## src/rtl/bcd_pkg.sv

```systemverilog
`default_nettype none
// ============================================================================
// Module   : bcd_pkg
// Brief    : Shared constants and types for the serial BCD adder/subtractor.
// Revision : 1.0 - initial release
// ============================================================================
package bcd_pkg;

    // Width of one packed BCD digit
    localparam int BCD_W = 4;

    typedef logic [BCD_W-1:0] bcd_digit_t;

    // Sequencer states; explicit 2-bit encoding
    typedef enum logic [1:0] {
        IDLE = 2'd0,
        RUN  = 2'd1,
        DONE = 2'd2
    } state_t;

endpackage : bcd_pkg
`default_nettype wire

```

## src/rtl/bcd_digit_add.sv

```systemverilog
`default_nettype none
// ============================================================================
// Module   : bcd_digit_add
// Brief    : Combinational single-digit decimal adder with +6 correction.
// Revision : 1.0 - initial release
// ============================================================================
module bcd_digit_add
    import bcd_pkg::*;
(
    input  bcd_digit_t a,
    input  bcd_digit_t b,
    input  logic       cin,
    output bcd_digit_t s,
    output logic       cout
);

    logic [BCD_W:0] w_t;

    // Binary sum, then fold anything above 9 back into decimal range
    always_comb begin
        w_t  = {1'b0, a} + {1'b0, b} + {{BCD_W{1'b0}}, cin};
        s    = w_t[BCD_W-1:0];
        cout = 1'b0;
        if (w_t > 5'd9) begin
            s    = w_t[BCD_W-1:0] + 4'd6;
            cout = 1'b1;
        end
    end

endmodule : bcd_digit_add
`default_nettype wire

```

## src/rtl/bcd_serial_addsub.sv

```systemverilog
`default_nettype none
// ============================================================================
// Module   : bcd_serial_addsub
// Brief    : Digit-serial packed-BCD add/subtract, one digit per clock,
//            LSB first, using a single shared digit adder.
// Revision : 1.0 - initial release
// ============================================================================
module bcd_serial_addsub
    import bcd_pkg::*;
#(
    parameter int DIGITS = 4
)(
    input  logic                  clk,
    input  logic                  rst_n,
    input  logic                  start,
    input  logic                  op_sub,
    input  logic                  cin,
    input  logic [4*DIGITS-1:0]   a,
    input  logic [4*DIGITS-1:0]   b,
    output logic                  ready,
    output logic                  done,
    output logic [4*DIGITS-1:0]   sum,
    output logic                  cout,
    output logic                  invalid
);

    localparam int W     = BCD_W * DIGITS;
    localparam int IDX_W = (DIGITS > 1) ? $clog2(DIGITS) : 1;

    state_t           state_q, state_d;
    logic [W-1:0]     a_q, a_d;
    logic [W-1:0]     b_q, b_d;
    logic [W-1:0]     sum_q, sum_d;
    logic [IDX_W-1:0] idx_q, idx_d;
    logic             op_q, op_d;
    logic             carry_q, carry_d;
    logic             inv_q, inv_d;

    bcd_digit_t       w_dig_a;
    bcd_digit_t       w_dig_b;
    bcd_digit_t       w_dig_s;
    logic             w_dig_c;
    logic [DIGITS-1:0] w_bad;

    // Flag any non-decimal digit on the incoming operands
    for (genvar gi = 0; gi < DIGITS; gi++) begin : g_chk
        assign w_bad[gi] = (a[gi*BCD_W +: BCD_W] > 4'd9) ||
                           (b[gi*BCD_W +: BCD_W] > 4'd9);
    end

    // Operand registers are shifted right, so digit 0 is always the current one;
    // subtraction uses the nine's complement of b with the inverted borrow as carry.
    always_comb begin
        w_dig_a = a_q[BCD_W-1:0];
        w_dig_b = op_q ? (4'd9 - b_q[BCD_W-1:0]) : b_q[BCD_W-1:0];
    end

    bcd_digit_add u_digit (
        .a    (w_dig_a),
        .b    (w_dig_b),
        .cin  (carry_q),
        .s    (w_dig_s),
        .cout (w_dig_c)
    );

    // Next-state and datapath updates for the three-state sequencer
    always_comb begin
        state_d = state_q;
        a_d     = a_q;
        b_d     = b_q;
        sum_d   = sum_q;
        idx_d   = idx_q;
        op_d    = op_q;
        carry_d = carry_q;
        inv_d   = inv_q;
        case (state_q)
            IDLE: begin
                if (start) begin
                    state_d = RUN;
                    a_d     = a;
                    b_d     = b;
                    op_d    = op_sub;
                    carry_d = op_sub ? ~cin : cin;
                    idx_d   = '0;
                    inv_d   = |w_bad;
                end
            end
            RUN: begin
                a_d     = a_q >> BCD_W;
                b_d     = b_q >> BCD_W;
                // New digit enters at the top; after DIGITS shifts digit 0 sits at [3:0]
                sum_d   = (sum_q >> BCD_W) | (W'(w_dig_s) << (W - BCD_W));
                carry_d = w_dig_c;
                idx_d   = idx_q + IDX_W'(1);
                if (idx_q == IDX_W'(DIGITS - 1)) begin
                    state_d = DONE;
                end
            end
            DONE: begin
                state_d = IDLE;
            end
            default: begin
                state_d = IDLE;
            end
        endcase
    end

    // State and datapath registers with synchronous active-low reset
    always_ff @(posedge clk) begin
        if (!rst_n) begin
            state_q <= IDLE;
            a_q     <= '0;
            b_q     <= '0;
            sum_q   <= '0;
            idx_q   <= '0;
            op_q    <= 1'b0;
            carry_q <= 1'b0;
            inv_q   <= 1'b0;
        end else begin
            state_q <= state_d;
            a_q     <= a_d;
            b_q     <= b_d;
            sum_q   <= sum_d;
            idx_q   <= idx_d;
            op_q    <= op_d;
            carry_q <= carry_d;
            inv_q   <= inv_d;
        end
    end

    assign ready   = (state_q == IDLE);
    assign done    = (state_q == DONE);
    assign sum     = sum_q;
    assign cout    = carry_q;
    assign invalid = inv_q;

endmodule : bcd_serial_addsub
`default_nettype wire

```

## config.mk

```make
export PLATFORM = sky130hd
export DESIGN_NAME = bcd_serial_addsub
export DESIGN_NICKNAME = d
export VERILOG_FILES = /design/src/rtl/bcd_pkg.sv /design/src/rtl/bcd_digit_add.sv /design/src/rtl/bcd_serial_addsub.sv
export SDC_FILE = /design/constraint.sdc
export NUM_CORES = 1
export LEC_CHECK = 0
export ABC_AREA = 1
export CORE_ASPECT_RATIO = 0.7
export CORE_UTILIZATION = 39
export DETAILED_ROUTE_END_ITERATION = 12
export DONT_BUFFER_PORTS = 1
export HOLD_SLACK_MARGIN = 0.12
export PLACE_DENSITY = 0.59
export SYNTH_ARGS = -nofsm -noshare
export SYNTH_HDL_FRONTEND = slang
export SYNTH_SLANG_ARGS = --single-unit
```

## constraint.sdc

```tcl
create_clock -name clk -period 2.6 [get_ports clk]
set_input_delay 0.26 -clock clk [delete_from_list [all_inputs] [get_ports clk]]
set_output_delay 0.26 -clock clk [all_outputs]
set_load 0.02 [all_outputs]
```

# --- Yosys cells after proc, flatten, opt, wreduce, memory -nomap -nowiden ---
# Index checks and enable logic that the tools add are counted.
word_totals:
  regBits: 55
  inputBits: 37
  elab_cells: 54
classes:
  add_sub_neg: 5
  order_cmp: 9
  eq_ne: 5
  mux: 15
  bitwise: 2
  reduce_logical: 10
op_table:
  columns: ["operator", "count"]
  rows:
  - ["$pmux 16 s2", 2]
  - ["$gt 4x4->1 const B", 8]
  - ["$mux 16", 2]
  - ["$or 12x16->16", 1]
  - ["$mux 4", 2]
  - ["$pmux 2 s2", 2]
  - ["$mux 2", 3]
  - ["$reduce_and 2->1", 3]
  - ["$add 4x4->5", 1]
  - ["$add 5x1->5", 1]
  - ["$gt 5x4->1 const B", 1]
  - ["$add 4x3->4 const B", 1]
  - ["$eq 2x2->1 const B", 2]
  - ["$logic_or 1x1->1", 4]
  - ["$ne 2x2->1 const B", 2]
  - ["$reduce_or 4->1", 1]
  - ["$sub 4x4->4 const A", 1]
  - ["$mux 1", 3]
  - ["$add 2x1->2 const B", 1]
  - ["$eq 2x1->1 const B", 1]
  - ["$logic_not 2->1", 1]
  - ["$pmux 1 s2", 1]
  - ["$reduce_bool 2->1", 1]
  - ["$not 1->1", 1]

# --- Logic depth before layout (Yosys ltp) ---
# Gate-level depths: netlist of the first run.
logic_depth:
  depth_word: 7
  mapped_depth: 18

# --- Cells and area by module ---
# A second synthesis of the first run with hierarchy kept.
unflattened:
  hier_cells: 349
  area_unflattened_um2: 2640.0
by_module_without_submodules:
  columns: ["module", "n_inst", "cells_each", "area_each_um2", "seq_area_each_um2"]
  rows:
  - ["bcd_serial_addsub", 1, 302, 2344.7, 1101.1]
  - ["bcd_digit_add", 1, 47, 295.3, 0.0]

# --- Least setup slack after synthesis of the first run ---
# No wires, ideal clock.
synth_timing:
  path_kind: "reg-to-reg"
  from: "register carry_q, in the netlist cout"
  to: "register sum_q[13], in the netlist sum[13]"
  setup_ns: 0.115
  t_arrival_ns: 2.141
  setup_slack_ns: 0.344
  path_stages_with_launch: 14
  synth_period_minus_slack_ns: 2.256
  path_cell_list: "dfxtp_1 > inv_1 > fa_1 > inv_1 > fa_1 > inv_1 > ha_1 > inv_1 > nand2_1 > inv_1 > nand2_1 > nand2_1 > a21oi_1 > nor2_1"
synth_between:
  elab_chain_cells: 4
  word_cells_on_any_way: 5
  cone_classes: "2 x add/sub; 1 x order compare; 1 x mux; 1 x bitwise"
synth_rtl:
  columns: ["item", "line", "text"]
  rows:
  - ["start: declaration", "bcd_serial_addsub.sv:36", "logic carry_q, carry_d;"]
  - ["start signal: assignment", "bcd_serial_addsub.sv:126", "carry_q <= carry_d;"]
  - ["$add 5x1->5 *", "bcd_digit_add.sv:21", "w_t = {1'b0, a} + {1'b0, b} + {{BCD_W{1'b0}}, cin};"]
  - ["$add 4x3->4 or $gt 5x4->1 (tied branches)", "bcd_digit_add.sv:25, bcd_digit_add.sv:24", null]
  - ["$mux 4 *", "bcd_digit_add.sv:24", "if (w_t > 5'd9) begin"]
  - ["$or 12x16->16 *", "bcd_serial_addsub.sv:92", "sum_d = (sum_q >> BCD_W) | (W'(w_dig_s) << (W - BCD_W));"]
  - ["end signal: assignment", "bcd_serial_addsub.sv:123", "sum_q <= sum_d;"]
  - ["end: declaration", "bcd_serial_addsub.sv:33", "logic [W-1:0] sum_q, sum_d;"]
# Mark *: on every way between the ends. The rest lies on a longest branch, timed or not.
# A chain may end at the register's enable or synchronous reset.

# --- Worst setup path after layout of the first run ---
layout_timing:
  from: "register b_q[1]"
  to: "register sum_q[14], in the netlist sum[14]"
layout_between:
  elab_chain_cells: 7
  word_cells_on_any_way: 8
  cone_classes: "4 x add/sub; 1 x order compare; 2 x mux; 1 x bitwise"
layout_rtl:
  columns: ["item", "line", "text"]
  rows:
  - ["start: declaration", "bcd_serial_addsub.sv:32", "logic [W-1:0] b_q, b_d;"]
  - ["start signal: assignment", "bcd_serial_addsub.sv:113", "b_q <= '0;"]
  - ["start signal: assignment", "bcd_serial_addsub.sv:122", "b_q <= b_d;"]
  - ["$sub 4x4->4", "bcd_serial_addsub.sv:55", "w_dig_b = op_q ? (4'd9 - b_q[BCD_W-1:0]) : b_q[BCD_W-1:0];"]
  - ["$mux 4 *", "bcd_serial_addsub.sv:55", null]
  - ["$add 4x4->5 *", "bcd_digit_add.sv:21", null]
  - ["$add 5x1->5 *", "bcd_digit_add.sv:21", null]
  - ["$add 4x3->4 or $gt 5x4->1 (tied branches)", "bcd_digit_add.sv:25, bcd_digit_add.sv:24", null]
  - ["$mux 4 *", "bcd_digit_add.sv:24", null]
  - ["$or 12x16->16 *", "bcd_serial_addsub.sv:92", null]
# Marks and branches as above.

==> results of run 1 <==
-- power breakdown --
part / switching, mW / internal, mW / total [mW] / leakage (nW)
clock network: 0.274 / 0.283 / 0.557 / 0.0513
registers: 0.0857 / 0.925 / 1.01 / 0.455
logic: 0.268 / 0.183 / 0.451 / 0.735
total: 0.628 / 1.39 / 2.02 / 1.24
-- stage by stage --
step / setup slack (ns) / area [um2] / utilization [%] / instances
after floorplan: 0.344 / 2510 / - / 342
after global placement: 0.316 / 2540 / 40.9 / 404
after detailed placement: 0.233 / 2540 / 40.9 / 404
after CTS: 0.209 / 2990 / 48.2 / 445
after global routing: 0.00971 / 3010 / 48.4 / 446
final: 0.274 / 3010 / 48.4 / 446
-- worst max-delay path, delay by kind of cell, from the launching register on --
| kind | cells | cell delay (ns) |
|---|---|---|
| fa+ha+maj | 3 | 0.83 |
| flops | 1 | 0.38 |
| buf+inv | 5 | 0.29 |
| compound gates | 1 | 0.08 |
| simple gates | 9 | 0.64 |
-- placed cells by master (no fill, tap or decap), types with 2 or more instances in the layout --
master         instances
a21oi_1               19
a31oi_1               24
buf_4                  5
clkbuf_8               5
dfxtp_1               53
dlygate4sd3_1         33
fa_1                   2
ha_1                   6
inv_1                 19
inv_2                  4
nand2_1               85
nand2_2                2
nand3_1                8
nor2_1                34
o21ai_0               51
xnor2_1                2
-- kinds of logic after synthesis --
family / count (synthesis) / synth area share, %
flip-flops: 55 / 43.8
XOR/XNOR: 3 / 1.05
adder cells (fa/ha/maj): 8 / 4.58
AND/OR/NAND/NOR: 134 / 21.9
AO/OA/AOI/OAI: 98 / 21.0
buffers and inverters: 44 / 7.67
-- layer usage --
layer  global-route usage, %  wire, um  vias to the layer above
met5                       0         0                        -
met4                    5.56        51                        0
met3                    4.44       431                        5
met2                    27.2      2570                       51
met1                    29.3      3120                     1022
li1                        -         -                     1185
-- timing repair --
item / 4_1_cts / 5_1_grt
hold buffers: 34 / 0
setup endpoints to repair: 0 / 3
endpoints found under the hold margin: 50 / 0
gates resized for setup: 0 / 4
buffers inserted: 0 / 1
-- worst max-delay path by stage --
stage / from / end
detailed placement: b_q[1] / sum[13]
finish: b_q[1] / sum[14]
CTS: b_q[1] / sum[13]
global placement: b_q[1] / sum[13]
floorplan: cout / sum[13]
global route: b_q[1] / sum[14]
-- registers in the layout, summed over array words and instances, names as in the netlist --
signal / cells
cout: 1
invalid: 1
state_q: 2
a_q: 16
sum: 16
op_q: 1
b_q: 16
idx_q: 2
-- final cells by class --
type                            instances  area, um2
Multi-Input combinational cell        243       1220
Timing Repair Buffer                   39        388
Sequential cell                        55       1110
Clock buffer                            6       72.6
Fill cell                             629       3210
Clock inverter                          1       30.0
Inverter                               24       92.6
Tap cell                               78       97.6
==> results.ini, run 1 <==
[run_status]
status=finished, violations left
violations=DRC

[sta]
rsz0062_at_grt=false
clock_skew_ns=0.00595
fmax_mhz=430
slew_headroom_pct=56.3
period_share_pct=89.5
hold_viol_final=0
setup_viol=0
whs_ns=0.120
tns_ns=0
worst_pin_slew_ns=0.655
slew_violations=0
finalCriticalPeriod_ns=2.33

[die]
die_y_um=69.2
start_util_pct=40.4
rows=24
io_pins=57
coreArea_um2=6220
die-area_um2=6780
fp.dieW_um=98.0

[finish]
final_layout_size_suffix_gt1_share_pct=6.52
area_growth_pct=19.7
num_antenna_cells=0
finalNetCount=413

[yosys]
yosysSeqAreaShare_pct=43.8
synth_nets=387
syn_inst=342
synth_edf_count=0
synthDistinctLibCells=28
ys_top_cells_by_area=dfxtp_1, nand2_1, o21ai_0
synthFlopType=dfxtp_1
synthArstFlopShare_pct=0
syn_area_um2=2510
ys_seq_elements=55
yosysTopAreaCell=dfxtp_1
avgSynthCellArea_um2=7.35
ys.warnings.count=0
synthTopCellsByCount=nand2_1, dfxtp_1, o21ai_0, nor2_1, a31oi_1
post-synth-top-count-cell=nand2_1
yosysTopAreaCellShare_pct=43.8

[global_routing]
grt_util_all_layers_pct=19.4
antenna_found_initial=0
grt_max_degree=51
grt_overflow=0
first_global_vias=2133
grt_first_pass_wirelength_mm=10.6

[place]
routabilityCongestion=0.850
dp_hpwl_mm=3.92
port_buffers=0

[detailed_routing]
vias=2263
wl_per_cell_um=13.8
initialDrtViolationCount=142
firstDrtPassIters=8
ant_nets=0
avgViaCountPerCell=5.07
drt-total-wl_mm=6.17
remaining_drc_errors=2

[clocking]
cts_buffers=5
cts_root_buffer=clkbuf_8
clock_sinks=55
clock_latency_ns=0.31
htree_levels=2
clk_pin_slew_ns=0.10
cts_max_path_buffers=2
tritoncts=built

[setup_path]
cp_slowest_cell=dfxtp_4
cp_cell_sequence=inv_1, ha_1, nand2_1, o21ai_0, ha_1, inv_1, nand2_1, nand2_1, inv_1, ha_1, inv_1, nand2_1, inv_1, nand2_1, nand3_1, nand2_1, nor2_1, nor2_1
slowest_delay_ns=0.38
crit_top_cell=nand2_1
r2r-end=sum[14]
crit_arrival_ns=2.53
timing.critical_path.to_type=register
r2r-start=b_q[1]
rrSetupSlack_ns=0.27
crit_type=reg2reg
crit_fanout=4
worstRegToRegCells=18
cp_data_required_time_ns=2.80
startpoint_type=register

[worst_hold_path]
holdCritStartpoint=rst_n
hold_end=op_q
hold_class=in2reg
min_path_cells=2

[power]
ir_worst_vdd_v=0.000291
power.leakage_nw=1.24
finalPower_mw=2.02
power_per_cell_area_nw_per_um2=671

[flow_run]
drv_cap=0

(Power assumes the default switching activity.)
==> inputs of run 2 (changes only) <==
CELL_PAD_IN_SITES_DETAIL_PLACEMENT = 0   (was default)
CELL_PAD_IN_SITES_GLOBAL_PLACEMENT = 1   (was default)
PLACE_DENSITY = 0.76   (was 0.59)
==> run 2 against run 1 <==
Effect of this change:
- the run still ends with DRC left
- flip-flop and latch count is the same
- non-clock buffer count shrank 3
- clock power shrank 12%
- sequential power is essentially flat
- cell count shrank 0.45%
- via count shrank 1.4%
- critical path type unchanged
- largest cell class unchanged
==> results.ini, run 2 (same netlist as run 1, synthesis figures left out) <==
[run_status]
status=finished, violations left
violations=DRC

[setup_path]
startpoint_type=register
crit_fanout=5  ; +1
timing.critical_path.to_type=register
crit_type=reg2reg
startpoint=op_q
cp_data_required_time_ns=2.80  ; about the same
r2r-start=op_q
crit_arrival_ns=2.52  ; about the same
worstRegToRegCells=17  ; -1
r2r-end=sum[13]
rrSetupSlack_ns=0.28  ; about the same

[sta]
rsz0062_at_grt=false
slew_violations=0  ; unchanged
finalCriticalPeriod_ns=2.32  ; -0.00289 ns
fmax_mhz=430  ; +0.12%
period_share_pct=89.3  ; -0.11 points
hold_viol_final=0  ; unchanged
tns_ns=0  ; unchanged
worst_pin_slew_ns=0.651  ; -0.00385 ns
setup_viol=0  ; unchanged
clock_skew_ns=0.00506  ; -0.000892 ns
slew_headroom_pct=56.6  ; +0.26 points

[clocking]
clk_pin_slew_ns=0.09  ; about the same
clock_sinks=55  ; unchanged
cts_root_buffer=clkbuf_8
clock_latency_ns=0.30  ; about the same
cts_setup_buffers=0  ; unchanged
cts_buffers=5  ; unchanged
tritoncts=built
htree_levels=2  ; unchanged
cts_max_path_buffers=2  ; unchanged

[finish]
fill_cells=641  ; +1.9%
finalNetCount=410  ; -0.73%
regArea_um2=1100  ; -0.34%
num_antenna_cells=0  ; unchanged
design_area_um2=2970  ; -1.5%
area_growth_pct=18.0
fin_util_pct=47.7  ; -0.70 points
multi_input_area_um2=1220  ; -0.20%
final_common_cell=nand2_1
layout_common_cells=nand2_1, dfxtp_1, o21ai_0, nor2_1, dlygate4sd3_1
final_layout_size_suffix_gt1_share_pct=6.28  ; -0.24 points

[power]
power_per_cell_area_nw_per_um2=654  ; -2.5%
power.leakage_nw=1.23  ; -1.2%
ir_worst_vdd_v=0.000241  ; -17%

[worst_hold_path]
holdCritStartpoint=b[5]
min_path_cells=2  ; unchanged
hold_class=in2reg
hold_end=b_q[5]

[detailed_routing]
initialDrtViolationCount=60  ; -58%
vias=2232  ; -1.4%
avgViaCountPerCell=5.03  ; -0.93%
drt-total-wl_mm=6.17  ; about the same
wl_per_cell_um=13.9  ; +0.35%
firstDrtPassIters=8  ; unchanged
ant_nets=0  ; unchanged
remaining_drc_errors=1  ; -1

[die]
fp.dieW_um=98.0  ; unchanged
die_y_um=69.2  ; unchanged
coreArea_um2=6220  ; unchanged
start_util_pct=40.4  ; unchanged
io_pins=57  ; unchanged
rows=24  ; unchanged
die-area_um2=6780  ; unchanged

[place]
port_buffers=0  ; unchanged
place_area_um2=2550  ; +0.30%
routabilityCongestion=0.827  ; -2.6%
dp_hpwl_mm=3.97  ; +1.1%

[global_routing]
grt_util_all_layers_pct=19.0  ; -0.36 points
grt_overflow=0  ; unchanged
grt_max_degree=49  ; -3.9%
first_global_vias=2054  ; -3.7%
antenna_found_initial=0  ; unchanged
grt_first_pass_wirelength_mm=10.3  ; -2.7%

[flow_run]
drv_cap=0  ; unchanged

==> run 2: layout make-up <==
type / instances / share of cell area, %
clock buffer: 7 / 2.91
clock inverter: 1 / 0.295
inverter: 24 / 3.12
multi-input combinational: 243 / 41.1
sequential: 55 / 37.2
tap: 78 / 3.29
timing repair buffer: 36 / 12.1
==> run 2: repair_timing <==
action | in CTS | in global routing
hold buffers | 31 | 0
endpoints found under the hold margin | 50 | 0
setup endpoints to repair | 0 | 3
resized for setup | 0 | 1
==> run 2: metrics by stage <==
| step | power (mW) | hold slack (ns) | setup WS (ns) | std cells |
|---|---|---|---|---|
| 6_report | 1.94 | 0.125 | 0.277 | 444 |
| 5_1_grt | 2.08 | 0.127 | 0.0264 | 444 |
| 4_1_cts | 1.96 | 0.121 | 0.252 | 444 |
| 3_5_place_dp | 1.42 | 0.391 | 0.265 | 405 |
| 3_3_place_gp | 1.42 | 0.390 | 0.331 | 405 |
| 2_1_floorplan | 1.34 | 0.398 | 0.344 | 342 |
==> run 2: how the worst max path moves through the flow <==
stage	slack, ns	depth (start not counted)	to
final	0.28	17	sum[13]
after floorplan	0.34	13	sum[13]
after global placement	0.33	13	sum[13]
after CTS	0.25	18	sum[13]
after detailed placement	0.27	18	sum[13]
after global routing	0.03	18	sum[13]
==> run 2: critical path, cell delays in order, from the launching register on <==
cell     delay, ns
dfxtp_1       0.41
xnor2_1       0.16
fa_1          0.19
inv_1         0.07
fa_1          0.41
inv_1         0.07
nand2_1       0.06
nand2_1       0.08
inv_1         0.04
ha_1          0.20
inv_1         0.07
nand2_1       0.05
inv_1         0.05
nand2_1       0.07
nand2_1       0.11
nand3_1       0.08
nand2_1       0.07
nor2_1        0.03
==> run 2: metal layers <==
metal	GRT usage [%]	vias to the layer above	routed length, um
met1	26.9	1001	3180
met2	28.8	47	2650
met4	5.22	0	30
li1	-	1182	-
met5	0	-	0
met3	4.84	2	300
==> run 2: power by group <==
part | leakage, nW | switching [mW] | internal, mW
sequential | 0.455 | 0.0867 | 0.925
clock | 0.0484 | 0.270 | 0.219
combinational | 0.723 | 0.264 | 0.175
